**src/rtl/fpu_issue_ctrl.sv**
```systemverilog
// fpu_issue_ctrl: sequencer between the EX stage and the multi-cycle FPU core.
// Accepts one FP operation at a time, registers the operands, issues a
// single-cycle one-hot opcode, waits for the core result and holds result and
// flags until the MEM-side consumer takes them.
// Optional feature macro: FPU_WATCHDOG_EN (WAIT-state watchdog that aborts
// with res_flags = 4'b1000 after TIMEOUT_CYCLES cycles without a result).
module fpu_issue_ctrl #(
    parameter int unsigned TIMEOUT_CYCLES = 64,
    parameter int unsigned CNT_W          = 16
) (
    input  logic        clk,
    input  logic        rst,
    input  logic        req_valid,
    input  logic [4:0]  req_op,
    input  logic [31:0] req_a,
    input  logic [31:0] req_b,
    output logic        req_ready,
    output logic [9:0]  fpu_opcode,
    output logic [31:0] fpu_x1,
    output logic [31:0] fpu_x2,
    input  logic [31:0] fpu_y,
    input  logic        fpu_ovf,
    input  logic        fpu_unf,
    input  logic        fpu_out_valid,
    output logic        res_valid,
    output logic [31:0] res_data,
    output logic [3:0]  res_flags,
    input  logic        res_ready,
    output logic        spurious_err
);

    typedef enum logic [1:0] {
        ST_IDLE  = 2'd0,
        ST_ISSUE = 2'd1,
        ST_WAIT  = 2'd2,
        ST_HOLD  = 2'd3
    } state_t;

    // alu_control codes, entry gi selects fpu_opcode bit gi
    localparam logic [49:0] OP_TABLE = {
        5'b11000, 5'b11001, 5'b10101, 5'b10111, 5'b10110,
        5'b11011, 5'b10011, 5'b10010, 5'b10001, 5'b10000
    };

    // Counter must be able to hold TIMEOUT_CYCLES-1; reject impossible setups
    if (TIMEOUT_CYCLES < 2 || TIMEOUT_CYCLES > 65535 ||
        (CNT_W < 32 && TIMEOUT_CYCLES > (32'd1 << CNT_W))) begin : g_bad_param
        $error("fpu_issue_ctrl: TIMEOUT_CYCLES out of range for CNT_W");
    end

    state_t      state_reg, state_next;
    logic [9:0]  onehot_reg, onehot_next;
    logic [31:0] x1_reg, x1_next;
    logic [31:0] x2_reg, x2_next;
    logic [31:0] data_reg, data_next;
    logic [2:0]  flags_reg, flags_next;      // {illegal, unf, ovf}
    logic        spurious_reg, spurious_next;
    logic [9:0]  dec_onehot;
    logic        op_legal;

`ifdef FPU_WATCHDOG_EN
    localparam logic [CNT_W-1:0] WD_LAST = CNT_W'(TIMEOUT_CYCLES - 1);
    logic [CNT_W-1:0] wd_cnt_reg, wd_cnt_next;
    logic             timeout_reg, timeout_next;
`endif

    // Decode alu_control into the one-hot core opcode, one comparator per bit
    for (genvar gi = 0; gi < 10; gi++) begin : g_dec
        assign dec_onehot[gi] = (req_op == OP_TABLE[gi*5 +: 5]);
    end

    assign op_legal = |dec_onehot;

    // Outputs are registers or pure state decodes; nothing flows from req_*/res_ready
    assign req_ready    = (state_reg == ST_IDLE);
    assign res_valid    = (state_reg == ST_HOLD);
    assign fpu_opcode   = (state_reg == ST_ISSUE) ? onehot_reg : 10'd0;
    assign fpu_x1       = x1_reg;
    assign fpu_x2       = x2_reg;
    assign res_data     = data_reg;
    assign spurious_err = spurious_reg;
`ifdef FPU_WATCHDOG_EN
    assign res_flags    = {timeout_reg, flags_reg};
`else
    assign res_flags    = {1'b0, flags_reg};
`endif

    // Next-state and datapath-next logic for the issue sequencer
    always_comb begin
        state_next    = state_reg;
        onehot_next   = onehot_reg;
        x1_next       = x1_reg;
        x2_next       = x2_reg;
        data_next     = data_reg;
        flags_next    = flags_reg;
        // A core result is only expected while waiting for one
        spurious_next = spurious_reg | (fpu_out_valid && (state_reg != ST_WAIT));
`ifdef FPU_WATCHDOG_EN
        wd_cnt_next   = wd_cnt_reg;
        timeout_next  = timeout_reg;
`endif
        case (state_reg)
            ST_IDLE: begin
                if (req_valid && req_op[4]) begin
                    if (op_legal) begin
                        x1_next     = req_a;
                        x2_next     = req_b;
                        onehot_next = dec_onehot;
                        state_next  = ST_ISSUE;
                    end else begin
                        data_next  = 32'd0;
                        flags_next = 3'b100;
`ifdef FPU_WATCHDOG_EN
                        timeout_next = 1'b0;
`endif
                        state_next = ST_HOLD;
                    end
                end
            end
            ST_ISSUE: begin
`ifdef FPU_WATCHDOG_EN
                wd_cnt_next = '0;
`endif
                state_next = ST_WAIT;
            end
            ST_WAIT: begin
`ifdef FPU_WATCHDOG_EN
                wd_cnt_next = wd_cnt_reg + 1'b1;
`endif
                if (fpu_out_valid) begin
                    // A result arriving on the expiry cycle still wins
                    data_next  = fpu_y;
                    flags_next = {1'b0, fpu_unf, fpu_ovf};
`ifdef FPU_WATCHDOG_EN
                    timeout_next = 1'b0;
`endif
                    state_next = ST_HOLD;
                end
`ifdef FPU_WATCHDOG_EN
                else if (wd_cnt_reg == WD_LAST) begin
                    data_next    = 32'd0;
                    flags_next   = 3'b000;
                    timeout_next = 1'b1;
                    state_next   = ST_HOLD;
                end
`endif
            end
            ST_HOLD: begin
                // No bypass: the next request waits for IDLE
                if (res_ready) begin
                    state_next = ST_IDLE;
                end
            end
            default: state_next = ST_IDLE;
        endcase
    end

    // State register
    always_ff @(posedge clk) begin
        if (rst) begin
            state_reg <= ST_IDLE;
        end else begin
            state_reg <= state_next;
        end
    end

    // Operand, opcode, result and error registers
    always_ff @(posedge clk) begin
        if (rst) begin
            onehot_reg   <= 10'd0;
            x1_reg       <= 32'd0;
            x2_reg       <= 32'd0;
            data_reg     <= 32'd0;
            flags_reg    <= 3'd0;
            spurious_reg <= 1'b0;
`ifdef FPU_WATCHDOG_EN
            wd_cnt_reg   <= '0;
            timeout_reg  <= 1'b0;
`endif
        end else begin
            onehot_reg   <= onehot_next;
            x1_reg       <= x1_next;
            x2_reg       <= x2_next;
            data_reg     <= data_next;
            flags_reg    <= flags_next;
            spurious_reg <= spurious_next;
`ifdef FPU_WATCHDOG_EN
            wd_cnt_reg   <= wd_cnt_next;
            timeout_reg  <= timeout_next;
`endif
        end
    end

endmodule

```
**config.mk**
```make
export PLATFORM = sky130hd
export DESIGN_NAME = fpu_issue_ctrl
export DESIGN_NICKNAME = d
export VERILOG_FILES = /design/src/rtl/fpu_issue_ctrl.sv
export SDC_FILE = /design/constraint.sdc
export NUM_CORES = 1
export LEC_CHECK = 0
export ABC_AREA = 1
export BUFFER_PORTS_ARGS = -buffer_cell sky130_fd_sc_hd__buf_2
export CAP_MARGIN = 10
export CORE_MARGIN = 2
export CORE_UTILIZATION = 45
export DETAILED_ROUTE_END_ITERATION = 12
export PLACE_DENSITY = 0.87
export SLEW_MARGIN = 20
export SYNTH_ARGS = -nofsm -noshare
export SYNTH_HDL_FRONTEND = slang
export SYNTH_SLANG_ARGS = --single-unit
```
**constraint.sdc**
```tcl
create_clock -name clk -period 4 [get_ports clk]
set_clock_uncertainty 0.1 [all_clocks]
set_input_delay 1.2 -clock clk [delete_from_list [all_inputs] [get_ports clk]]
set_output_delay 1.2 -clock clk [all_outputs]
set_load 0.02 [all_outputs]
```
==> run metrics, run 1 <==
largest family of logic cells by synthesized area=simple AND/OR/NAND/NOR gates; Setup CP Type=reg2out; Synth Area in Compound Gates=12.1%; Routed Antenna Nets=0; Worst Hold Class=reg2reg; switching share of power=40.8%; setup repair after global routing missed its margin=no; number of synthesized register bits=112; Post-Synth Adder-Cell Area=between 1 and 1.5%; Worst EP required=between 2 and 3 ns; die width=roughly 110 um; Pins Over Slew Limit=0; internal power=between 1.5 and 2 mW; Post-CTS Setup Bufs=0; die area=11700 um2; WL/cell=roughly 14 um; clk sinks=about 110; # Max-Cap Violations=0; violation count after the first detailed-route iteration=between 300 and 400; Slew @ Worst Pin=a little under 0.9 ns; hold_buf cts=0; Max Fanout on Critical Path=33; TNS Setup=0 ns; Setup crit end kind=output pin; total wire length=approximately 13 mm; total track usage=~22%; fmax=~330 MHz; Final setup viols=0; initial antenna violation count=1; post-synthesis simple-gate area fraction=28.5%; CP cell instances=inv_1, ha_2, buf_2; port buffer count=219; Critical Path Max Stage Delay=0.64 ns; Cells after Synth=roughly 640; Clock transition at path regs=0.11 ns; warnings from Yosys=0; Final Critical Period=~3 ns; Critical Path Slowest Stage Cell=ha_2; Mapped Avg Cell Area=around 7.6 um2; # IOs=about 220; clk_lat worst skew=around 0.37 ns; share of cells above drive strength 1=30.9%; Place WS=roughly 1.1 ns; sequential area share after synthesis=a little under half; kind of cell adding the most delay to the critical path=adder cells; DR vias/cell=just over 5; placer congestion estimate=0.833; critical path arrival=about 1.8 ns; Area Growth Syn to Fin=23.8%; post_cts resized=0; power share of the clock group=23.7%; pin count of the biggest net entering global routing=between 80 and 90; Synth Cell Area=slightly below 5000 um2; Psw=about 1.2 mW; std cell rows=38; Seq pwr share=roughly two fifths; Pwr per Cell Area=489 nW/um2; combinational share of power=between 30% and 40%; # diodes=0; DP HPWL=approximately 8.9 mm; total CTS buffers=9; vias=about 4900; most frequent cells in the layout=buf_2, nand2_1, a21oi_1, dfxtp_1, nand4_1; clk root buf=clkbuf_8; Post-Layout Cell Count=a little under 1000; CTS tree=yes; clk buf depth=2; placed insts=approximately 950; total grt overflow=0; Relative slew margins=about two fifths; first-pass GRT wire length=about 21 mm; Final period util=roughly 76%; drt first pass iters=5; Residual DRC=0; Hold Fails Final Rpt=0; vias in the first global route=between 4000 and 5000; DIE HEIGHT=108 um; initial core utilization=a little under half; worst path buffer plus inverter count=2; commonest non-fill, non-tap cell in the layout=buf_2; Mapped Nets=756; Critical Path Source Type=register; XOR/XNOR Fraction of Synth Area=0%; Unique masters post-synth=25; setup slack after layout=0.954 ns; Leakage=just under 3 nW; status=finished, final reports clean; H-tree depth=3; Core Box Area=10700 um2; maximum vdd drop=between 0.3 and 0.4 mV; # fillers=1049; Nets=roughly 940; multiplexer share of the synthesized area=0%
[cell type report]
type | instances | area [um2] | share of cell area (%)
Clock inverter | 6 | 72.6 | 1.20
Inverter | 57 | 214 | 3.55
Timing Repair Buffer | 227 | 1170 | 19.4
Multi-Input combinational cell | 416 | 2030 | 33.7
Sequential cell | 112 | 2240 | 37.2
Tap cell | 140 | 175 | 2.90
Clock buffer | 10 | 128 | 2.11
[final timing paths]
path | cells after the start | start | end | slack, ns
worst max-delay path | 3 | state_reg[0]$_SDFFE_PP0P_ | req_ready | 0.95
worst max register to register | 8 | state_reg[0]$_SDFFE_PP0P_ | res_data[16]$_SDFFE_PP0P_ | 1.48
worst min register to register | 2 | fpu_x1[11]$_SDFFE_PP0P_ | fpu_x1[11]$_SDFFE_PP0P_ | 0.36
worst min-delay path | 2 | fpu_x1[11]$_SDFFE_PP0P_ | fpu_x1[11]$_SDFFE_PP0P_ | 0.36
[cells by family after synthesis]
group	Yosys count
and+or+nand+nor	295
other	1
DFF	112
AOI/OAI and AO/OA	116
buffers and inverters	116
adders and majority gates	4
[power by group through the flow]
stage	clock [mW]	combinational (mW)	sequential, mW
2_1_floorplan	0	0.748	1.33
3_3_place_gp	0	1.01	1.25
3_5_place_dp	0	1.02	1.25
4_1_cts	0.718	1.02	1.23
5_1_grt	0.764	1.14	1.24
6_report	0.698	1.02	1.23
[worst register-to-register path: stages (launching register included)]
cell and delay, ns:
dfxtp_1 0.34, inv_1 0.11, ha_2 0.64, inv_1 0.20, nand2_1 0.15, nand2_4 0.23
nand2_4 0.38, nand2_1 0.13, a21oi_1 0.15
[per-layer routing]
metal,share of wire [%],vias to the layer above,track usage (%)
li1,-,2498,-
met2,49,158,38.5
met3,5.7,29,4.58
met4,2.5,2,7.88
met1,43,2260,27.2
met5,0.083,-,0
[cells in the mapped netlist, drive strengths merged]
cell type	n	share of area, %
nand2	170	13
a21oi	112	11
dfxtp	112	46
nand4	74	9.5
inv	57	4.4
buf	42	6.7
nand3	38	4.2
clkbuf	17	1.3
nor2	9	0.90
ha	4	1.0
nor3	4	0.41
o21ai	2	0.28
conb	1	0.077
o21bai	1	0.15
o22ai	1	0.13
[metrics by stage]
stage / area (um2) / hold slack, ns / utilization (%) / total power, mW
6_report: 6030 / 0.363 / 56.4 / 2.95
5_1_grt: 6030 / 0.381 / 56.4 / 3.14
4_1_cts: 6030 / 0.366 / 56.4 / 2.97
3_5_place_dp: 5830 / 0.349 / 54.5 / 2.27
3_3_place_gp: 5830 / 0.346 / 54.5 / 2.26
2_1_floorplan: 4880 / 0.339 / - / 2.08
No activity file was read; power rests on OpenSTA's default activity.
==> run 2, diff against run 1 <==
--- a/config.mk
+++ b/config.mk
@@ -9,7 +9,7 @@
 export BUFFER_PORTS_ARGS = -buffer_cell sky130_fd_sc_hd__buf_2
 export CAP_MARGIN = 10
 export CORE_MARGIN = 2
-export CORE_UTILIZATION = 45
+export CORE_UTILIZATION = 43
 export DETAILED_ROUTE_END_ITERATION = 12
 export PLACE_DENSITY = 0.87
 export SLEW_MARGIN = 20
==> constraint.sdc (replaced) <==
create_clock -name clk -period 2.5 [get_ports clk]
set_clock_uncertainty 0.1 [all_clocks]
set_input_delay 0.75 -clock clk [delete_from_list [all_inputs] [get_ports clk]]
set_output_delay 0.75 -clock clk [all_outputs]
set_load 0.02 [all_outputs]
==> run 2 against run 1 <==
Die area grew 4.5%. First-iteration DRC count up 57%. Register-to-register slack lost 0.96 ns. Routed wire length up 1.4%. Count of clock-buffer cells in the layout fell by 1. Core utilization increased by 0.60 points. Worst setup slack lost 0.74 ns. Cell count rose by 0.52%. Non-clock buffer count grew 5. Critical path type unchanged.
==> run metrics, run 2 (same netlist as run 1, synthesis figures left out) <==
initial antenna violation count=0 (-1); switching share of power=38.8% (-1.9 points); DR vias/cell=5.18 (+1.3%); fmax=about 440 MHz; port buffer count=219 (unchanged); reg-to-reg startpoint=state_reg[0]$_SDFFE_PP0P_; drt first pass iters=5 (unchanged); total CTS buffers=9 (unchanged); pin count of the biggest net entering global routing=75 (-14%); status=finished, final reports clean; Final setup viols=0 (unchanged); Pwr per Cell Area=837 nW/um2 (+71%); # Max-Cap Violations=0 (unchanged); vias in the first global route=4605 (+0.22%); Met3 Wirelength=720 um (-4.9%); Hold Fails Final Rpt=0 (unchanged); WL met1=5.81 mm (+2.6%); Hold Crit Start=fpu_x1[19]$_SDFFE_PP0P_; area occupied by multi-input gates=2030 um2 (+0.12%); maximum vdd drop=0.497 mV (+58%); FF+latch area=2240 um2 (unchanged); clk buf depth=2 (unchanged); WL/cell=13.9 um (+0.88%); WHS=0.359 ns (-0.00479 ns); die area=12200 um2 (+4.5%); # IOs=221 (unchanged); DIE HEIGHT=110 um (+2.2%); Seq pwr share=37.6% (-4.0 points); setup repair after global routing missed its margin=no; DP HPWL=9.14 mm (+2.8%); Power, Total=5.22 mW (+77%); power share of the clock group=28.6% (+4.9 points); Nets=940 (+0.53%); Setup crit end kind=output pin; TNS Setup=0 ns (unchanged); Core Box Area=10900 um2 (+2.2%); clk root buf=clkbuf_16; Final Critical Period=around 2.3 ns; total wire length=13.5 mm (+1.4%); placed insts=957 (+0.53%); Clock transition at path regs=0.08 ns (-0.03 ns); Worst Hold Class=reg2reg; most frequent cells in the layout=buf_2, nand2_1, a21oi_1, dfxtp_1, nand4_1; total grt overflow=0 (unchanged); Psw=2.03 mW (+69%); Worst EP required=1.65 ns (-1.05 ns); R2R setup slack=0.52 ns (-0.96 ns); Post-Layout Cell Count=973 (+0.52%); Pins Over Slew Limit=0 (unchanged); internal power=3.19 mW (+83%); Top Layer Used=met4; total track usage=21.4% (-0.79 points); commonest non-fill, non-tap cell in the layout=buf_2; first-pass GRT wire length=22.3 mm (+5.6%); # diodes=0 (unchanged); violation count after the first detailed-route iteration=477 (+57%); placer congestion estimate=0.883 (+6.0%); die width=110 um (+2.2%); Setup CP Type=reg2out; Worst Setup SP=state_reg[1]$_SDFFE_PP0P_; H-tree depth=3 (unchanged); critical path arrival=1.44 ns (-0.31 ns); clk_lat worst skew=0.33 ns (-0.04 ns); # fillers=1012 (-3.5%); clk sinks=112 (unchanged); initial core utilization=44.6% (-0.99 points); Area Growth Syn to Fin=27.9%; Final period util=between 90% and 100%; Leakage=3.04 nW (+2.7%); Routed Antenna Nets=0 (unchanged); Max Fanout on Critical Path=10 (-70%); combinational share of power=33.9% (-0.8 points); share of cells above drive strength 1=31.6% (+0.65 points); wire length on met2=6.72 mm (+2.6%); CTS tree=yes; std cell rows=38 (unchanged); vias=5037 (+1.8%); Residual DRC=0 (unchanged); Critical Path Source Type=register
## run 2: cell types whose count changed in the layout (fill, tap and decap cells not counted), sizes merged
cell,previous run,this run
clkinv,1,0
clkinvlp,0,2
buf,227,232
clkbuf,10,9
## run 2: layer usage
layer  global-route usage (%)  vias to the layer above
li1                         -                     2508
met1                     28.6                     2326
met2                     35.2                      179
met3                     4.01                       24
met4                     6.33                        0
met5                        0                        -
## run 2: critical path, cell delays in order (launching register included)
cell and delay (ns):
dfxtp_1 0.33, inv_1 0.10, ha_2 0.33, nand2_1 0.12, inv_1 0.07, buf_2 0.15
## run 2: final cells by class
class | instances | share of cell area [%]
Clock buffer | 9 | 3.61
Tap cell | 140 | 2.81
Inverter | 57 | 3.43
Multi-Input combinational cell | 416 | 32.6
Sequential cell | 112 | 36.0
Timing Repair Buffer | 232 | 20.2
Clock inverter | 7 | 1.36
## run 2: power groups by stage
stage | clock, mW | combinational, mW | sequential [mW]
2_1_floorplan | 0 | 1.20 | 2.12
5_1_grt | 1.61 | 1.94 | 1.98
6_report | 1.49 | 1.77 | 1.96
3_3_place_gp | 0 | 1.73 | 2.00
4_1_cts | 1.53 | 1.76 | 1.96
3_5_place_dp | 0 | 1.75 | 2.00
## run 2: per-stage QoR
step	area [um2]	setup slack (ns)	utilization (%)
after floorplan	4880	0.652	-
after global placement	5920	0.365	54.2
after detailed placement	5920	0.249	54.2
after CTS	6230	0.0654	57.0
after global routing	6230	0.122	57.0
final	6230	0.210	57.0
## run 2: final timing paths
kind,endpoint,cells after the start
min,fpu_x1[19]$_SDFFE_PP0P_,2
max,fpu_opcode[5],5
min reg2reg,fpu_x1[19]$_SDFFE_PP0P_,2
max reg2reg,res_data[28]$_SDFFE_PP0P_,8
## run 2: repair_timing
| action | in CTS | in global routing |
|---|---|---|
| hold buffers | 0 | 0 |
| setup buffers | 0 | 0 |
| setup endpoints to repair | 0 | 1 |
| endpoints found under the hold margin | 0 | 0 |
| resized for setup | 0 | 1 |
==> run 3, diff against run 2 <==
--- a/config.mk
+++ b/config.mk
@@ -12,6 +12,7 @@
 export CORE_UTILIZATION = 43
 export DETAILED_ROUTE_END_ITERATION = 12
 export PLACE_DENSITY = 0.87
+export REMOVE_ABC_BUFFERS = 1
 export SLEW_MARGIN = 20
 export SYNTH_ARGS = -nofsm -noshare
 export SYNTH_HDL_FRONTEND = slang
==> run 3 against run 2 <==
Count of clock-buffer cells in the layout up 1. Routed wire length is 0.71% lower. Clock power barely moved. Hold slack got worse by 0.0013 ns. Sequential share of layout area increased by 0.11 points. Design area shrank 0.30%. Cell count shrank 0.10%. Worst setup slack better by 0.050 ns. Register-to-register slack better by 0.08 ns. Critical path depth stayed put. Largest cell class unchanged.
==> run metrics, run 3 (same netlist as run 1, synthesis figures left out) <==
status=finished, final reports clean; # diodes=0 (unchanged); WL/cell=13.8 um (-0.61%); placed insts=958 (+0.10%); Leakage=3.04 nW (+0.19%); vias in the first global route=4692 (+1.9%); placer congestion estimate=0.839 (-4.9%); fmax=446 MHz (+2.2%); most frequent cells in the layout=buf_2, nand2_1, a21oi_1, dfxtp_1, nand4_1; TNS Setup=0 ns (unchanged); hold_buf cts=0 (unchanged); std cell rows=38 (unchanged); Pins Over Slew Limit=0 (unchanged); Critical Path Slowest Stage Cell=dfxtp_1; Post-CTS Setup Bufs=0 (unchanged); clk_lat worst skew=0.34 ns (about the same); Post-Layout Cell Count=972 (-0.10%); total track usage=21.6% (+0.27 points); Critical Path Source Type=register; Crit path top cell by count=inv_1; Final setup viols=0 (unchanged); CTS tree=yes; DR vias/cell=5.17 (about the same); vias=5027 (-0.20%); worst path buffer plus inverter count=3 (unchanged); pin count of the biggest net entering global routing=58 (-23%); violation count after the first detailed-route iteration=520 (+9.0%); Clock transition at path regs=0.07 ns (about the same); Worst Hold Class=reg2reg; Area Growth Syn to Fin=27.5%; Residual DRC=0 (unchanged); Slew @ Worst Pin=~0.51 ns; die area=12200 um2 (unchanged); Relative slew margins=~66%; Worst EP required=1.65 ns (about the same); R2R depth=8 (unchanged); # Max-Cap Violations=0 (unchanged); Power, Total=5.21 mW (-0.25%); total grt overflow=0 (unchanged); FF+latch area=2240 um2 (unchanged); Final Util=56.8% (-0.17 points); Final period util=89.6% (-2.0 points); critical path arrival=1.39 ns (-0.05 ns); CP Depth=5 (unchanged); Worst Setup SP=state_reg[1]$_SDFFE_PP0P_; clk buf depth=2 (unchanged); DIE HEIGHT=110 um (unchanged); initial antenna violation count=0 (unchanged); area occupied by multi-input gates=2030 um2 (unchanged); # fillers=1025 (+1.3%); R2R setup slack=0.60 ns (+0.08 ns); H-tree depth=3 (unchanged); Critical Path Max Stage Delay=0.33 ns (about the same); kind of cell adding the most delay to the critical path=flip-flops; Max Fanout on Critical Path=10 (unchanged); Pwr per Cell Area=838 nW/um2 (about the same); drt first pass iters=4 (-1); Hold Fails Final Rpt=0 (unchanged); Nets=941 (+0.11%); first-pass GRT wire length=22.4 mm (+0.25%); DP HPWL=9.31 mm (+1.9%); reg-to-reg startpoint=state_reg[0]$_SDFFE_PP0P_; CP cell instances=inv_1, ha_2, nand2_1, inv_1, buf_2; initial core utilization=44.6% (unchanged); # IOs=221 (unchanged); maximum vdd drop=0.510 mV (+2.6%); total wire length=13.4 mm (-0.71%); Setup CP Type=reg2out; clk sinks=112 (unchanged); Final Critical Period=2.24 ns (-0.0495 ns); total CTS buffers=9 (unchanged); end of the worst register-to-register path=res_data[0]$_SDFFE_PP0P_; clk root buf=clkbuf_16; Setup crit end kind=output pin; share of cells above drive strength 1=31.5% (-0.082 points); setup repair after global routing missed its margin=no; die width=110 um (unchanged); Worst Setup EP=fpu_opcode[0]; commonest non-fill, non-tap cell in the layout=buf_2; Core Box Area=10900 um2 (unchanged); port buffer count=219 (unchanged); Routed Antenna Nets=0 (unchanged)
[run 3: changes by cell type in the layout (fill, tap and decap cells not counted), moves of 2 or more]
cell and delta:
buf_12 -2, buf_4 +3, clkinv_2 +2, clkinvlp_4 -2
inv_6 -2, inv_8 -2
[run 3: how the worst min path moves through the flow]
stage                               start                         end  slack, ns  depth (start not counted)
3_5_place_dp      fpu_x2[18]$_SDFFE_PP0P_     fpu_x2[18]$_SDFFE_PP0P_       0.35                          2
3_3_place_gp     res_data[0]$_SDFFE_PP0P_    res_data[0]$_SDFFE_PP0P_       0.35                          2
4_1_cts           fpu_x2[18]$_SDFFE_PP0P_     fpu_x2[18]$_SDFFE_PP0P_       0.36                          2
2_1_floorplan  onehot_reg[0]$_SDFFE_PP0P_  onehot_reg[0]$_SDFFE_PP0P_       0.34                          2
5_1_grt           fpu_x1[11]$_SDFFE_PP0P_     fpu_x1[11]$_SDFFE_PP0P_       0.37                          2
6_report        res_data[23]$_SDFFE_PP0P_   res_data[23]$_SDFFE_PP0P_       0.36                          2
[run 3: tightest hold or removal path, stage by stage (launching register included)]
cell and delay [ns]:
dfxtp_1 0.31, nand2_1 0.06, a21oi_1 0.05
[run 3: power breakdown]
group / total, mW / leakage, nW / switching (mW) / internal (mW)
registers: 1.96 / 0.905 / 0.0621 / 1.90
logic: 1.73 / 1.98 / 1.25 / 0.476
clock network: 1.51 / 0.154 / 0.623 / 0.891
total: 5.21 / 3.04 / 1.94 / 3.27
[run 3: area by class of cell]
type	count	area share [%]
clock inverters	4	1.13
repair buffers	233	20.0
clock buffers	10	3.84
well taps	140	2.82
inverters	57	3.44
multi-input cells	416	32.7
flip-flops and latches	112	36.1
[run 3: metal layers]
layer,track usage (%),part of all wire [%],vias up
li1,-,-,2505
met1,27.5,43,2308
met2,34.6,46,201
met3,7.24,9.4,13
met4,7.17,1.3,0
met5,0,0,-
[run 3: repair_timing]
item	4_1_cts	5_1_grt
endpoints found under the setup margin	0	2
endpoints found under the hold margin	0	0
resized for setup	0	1
[run 3: metrics by stage]
stage                     hold WS [ns]  cell area, um2  worst slack (ns)
after floorplan                  0.335            4490             -1.26
after global placement           0.345            5900             0.395
after detailed placement         0.349            5900             0.346
after CTS                        0.359            6210            0.0946
after global routing             0.374            6220             0.114
final                            0.357            6220             0.259
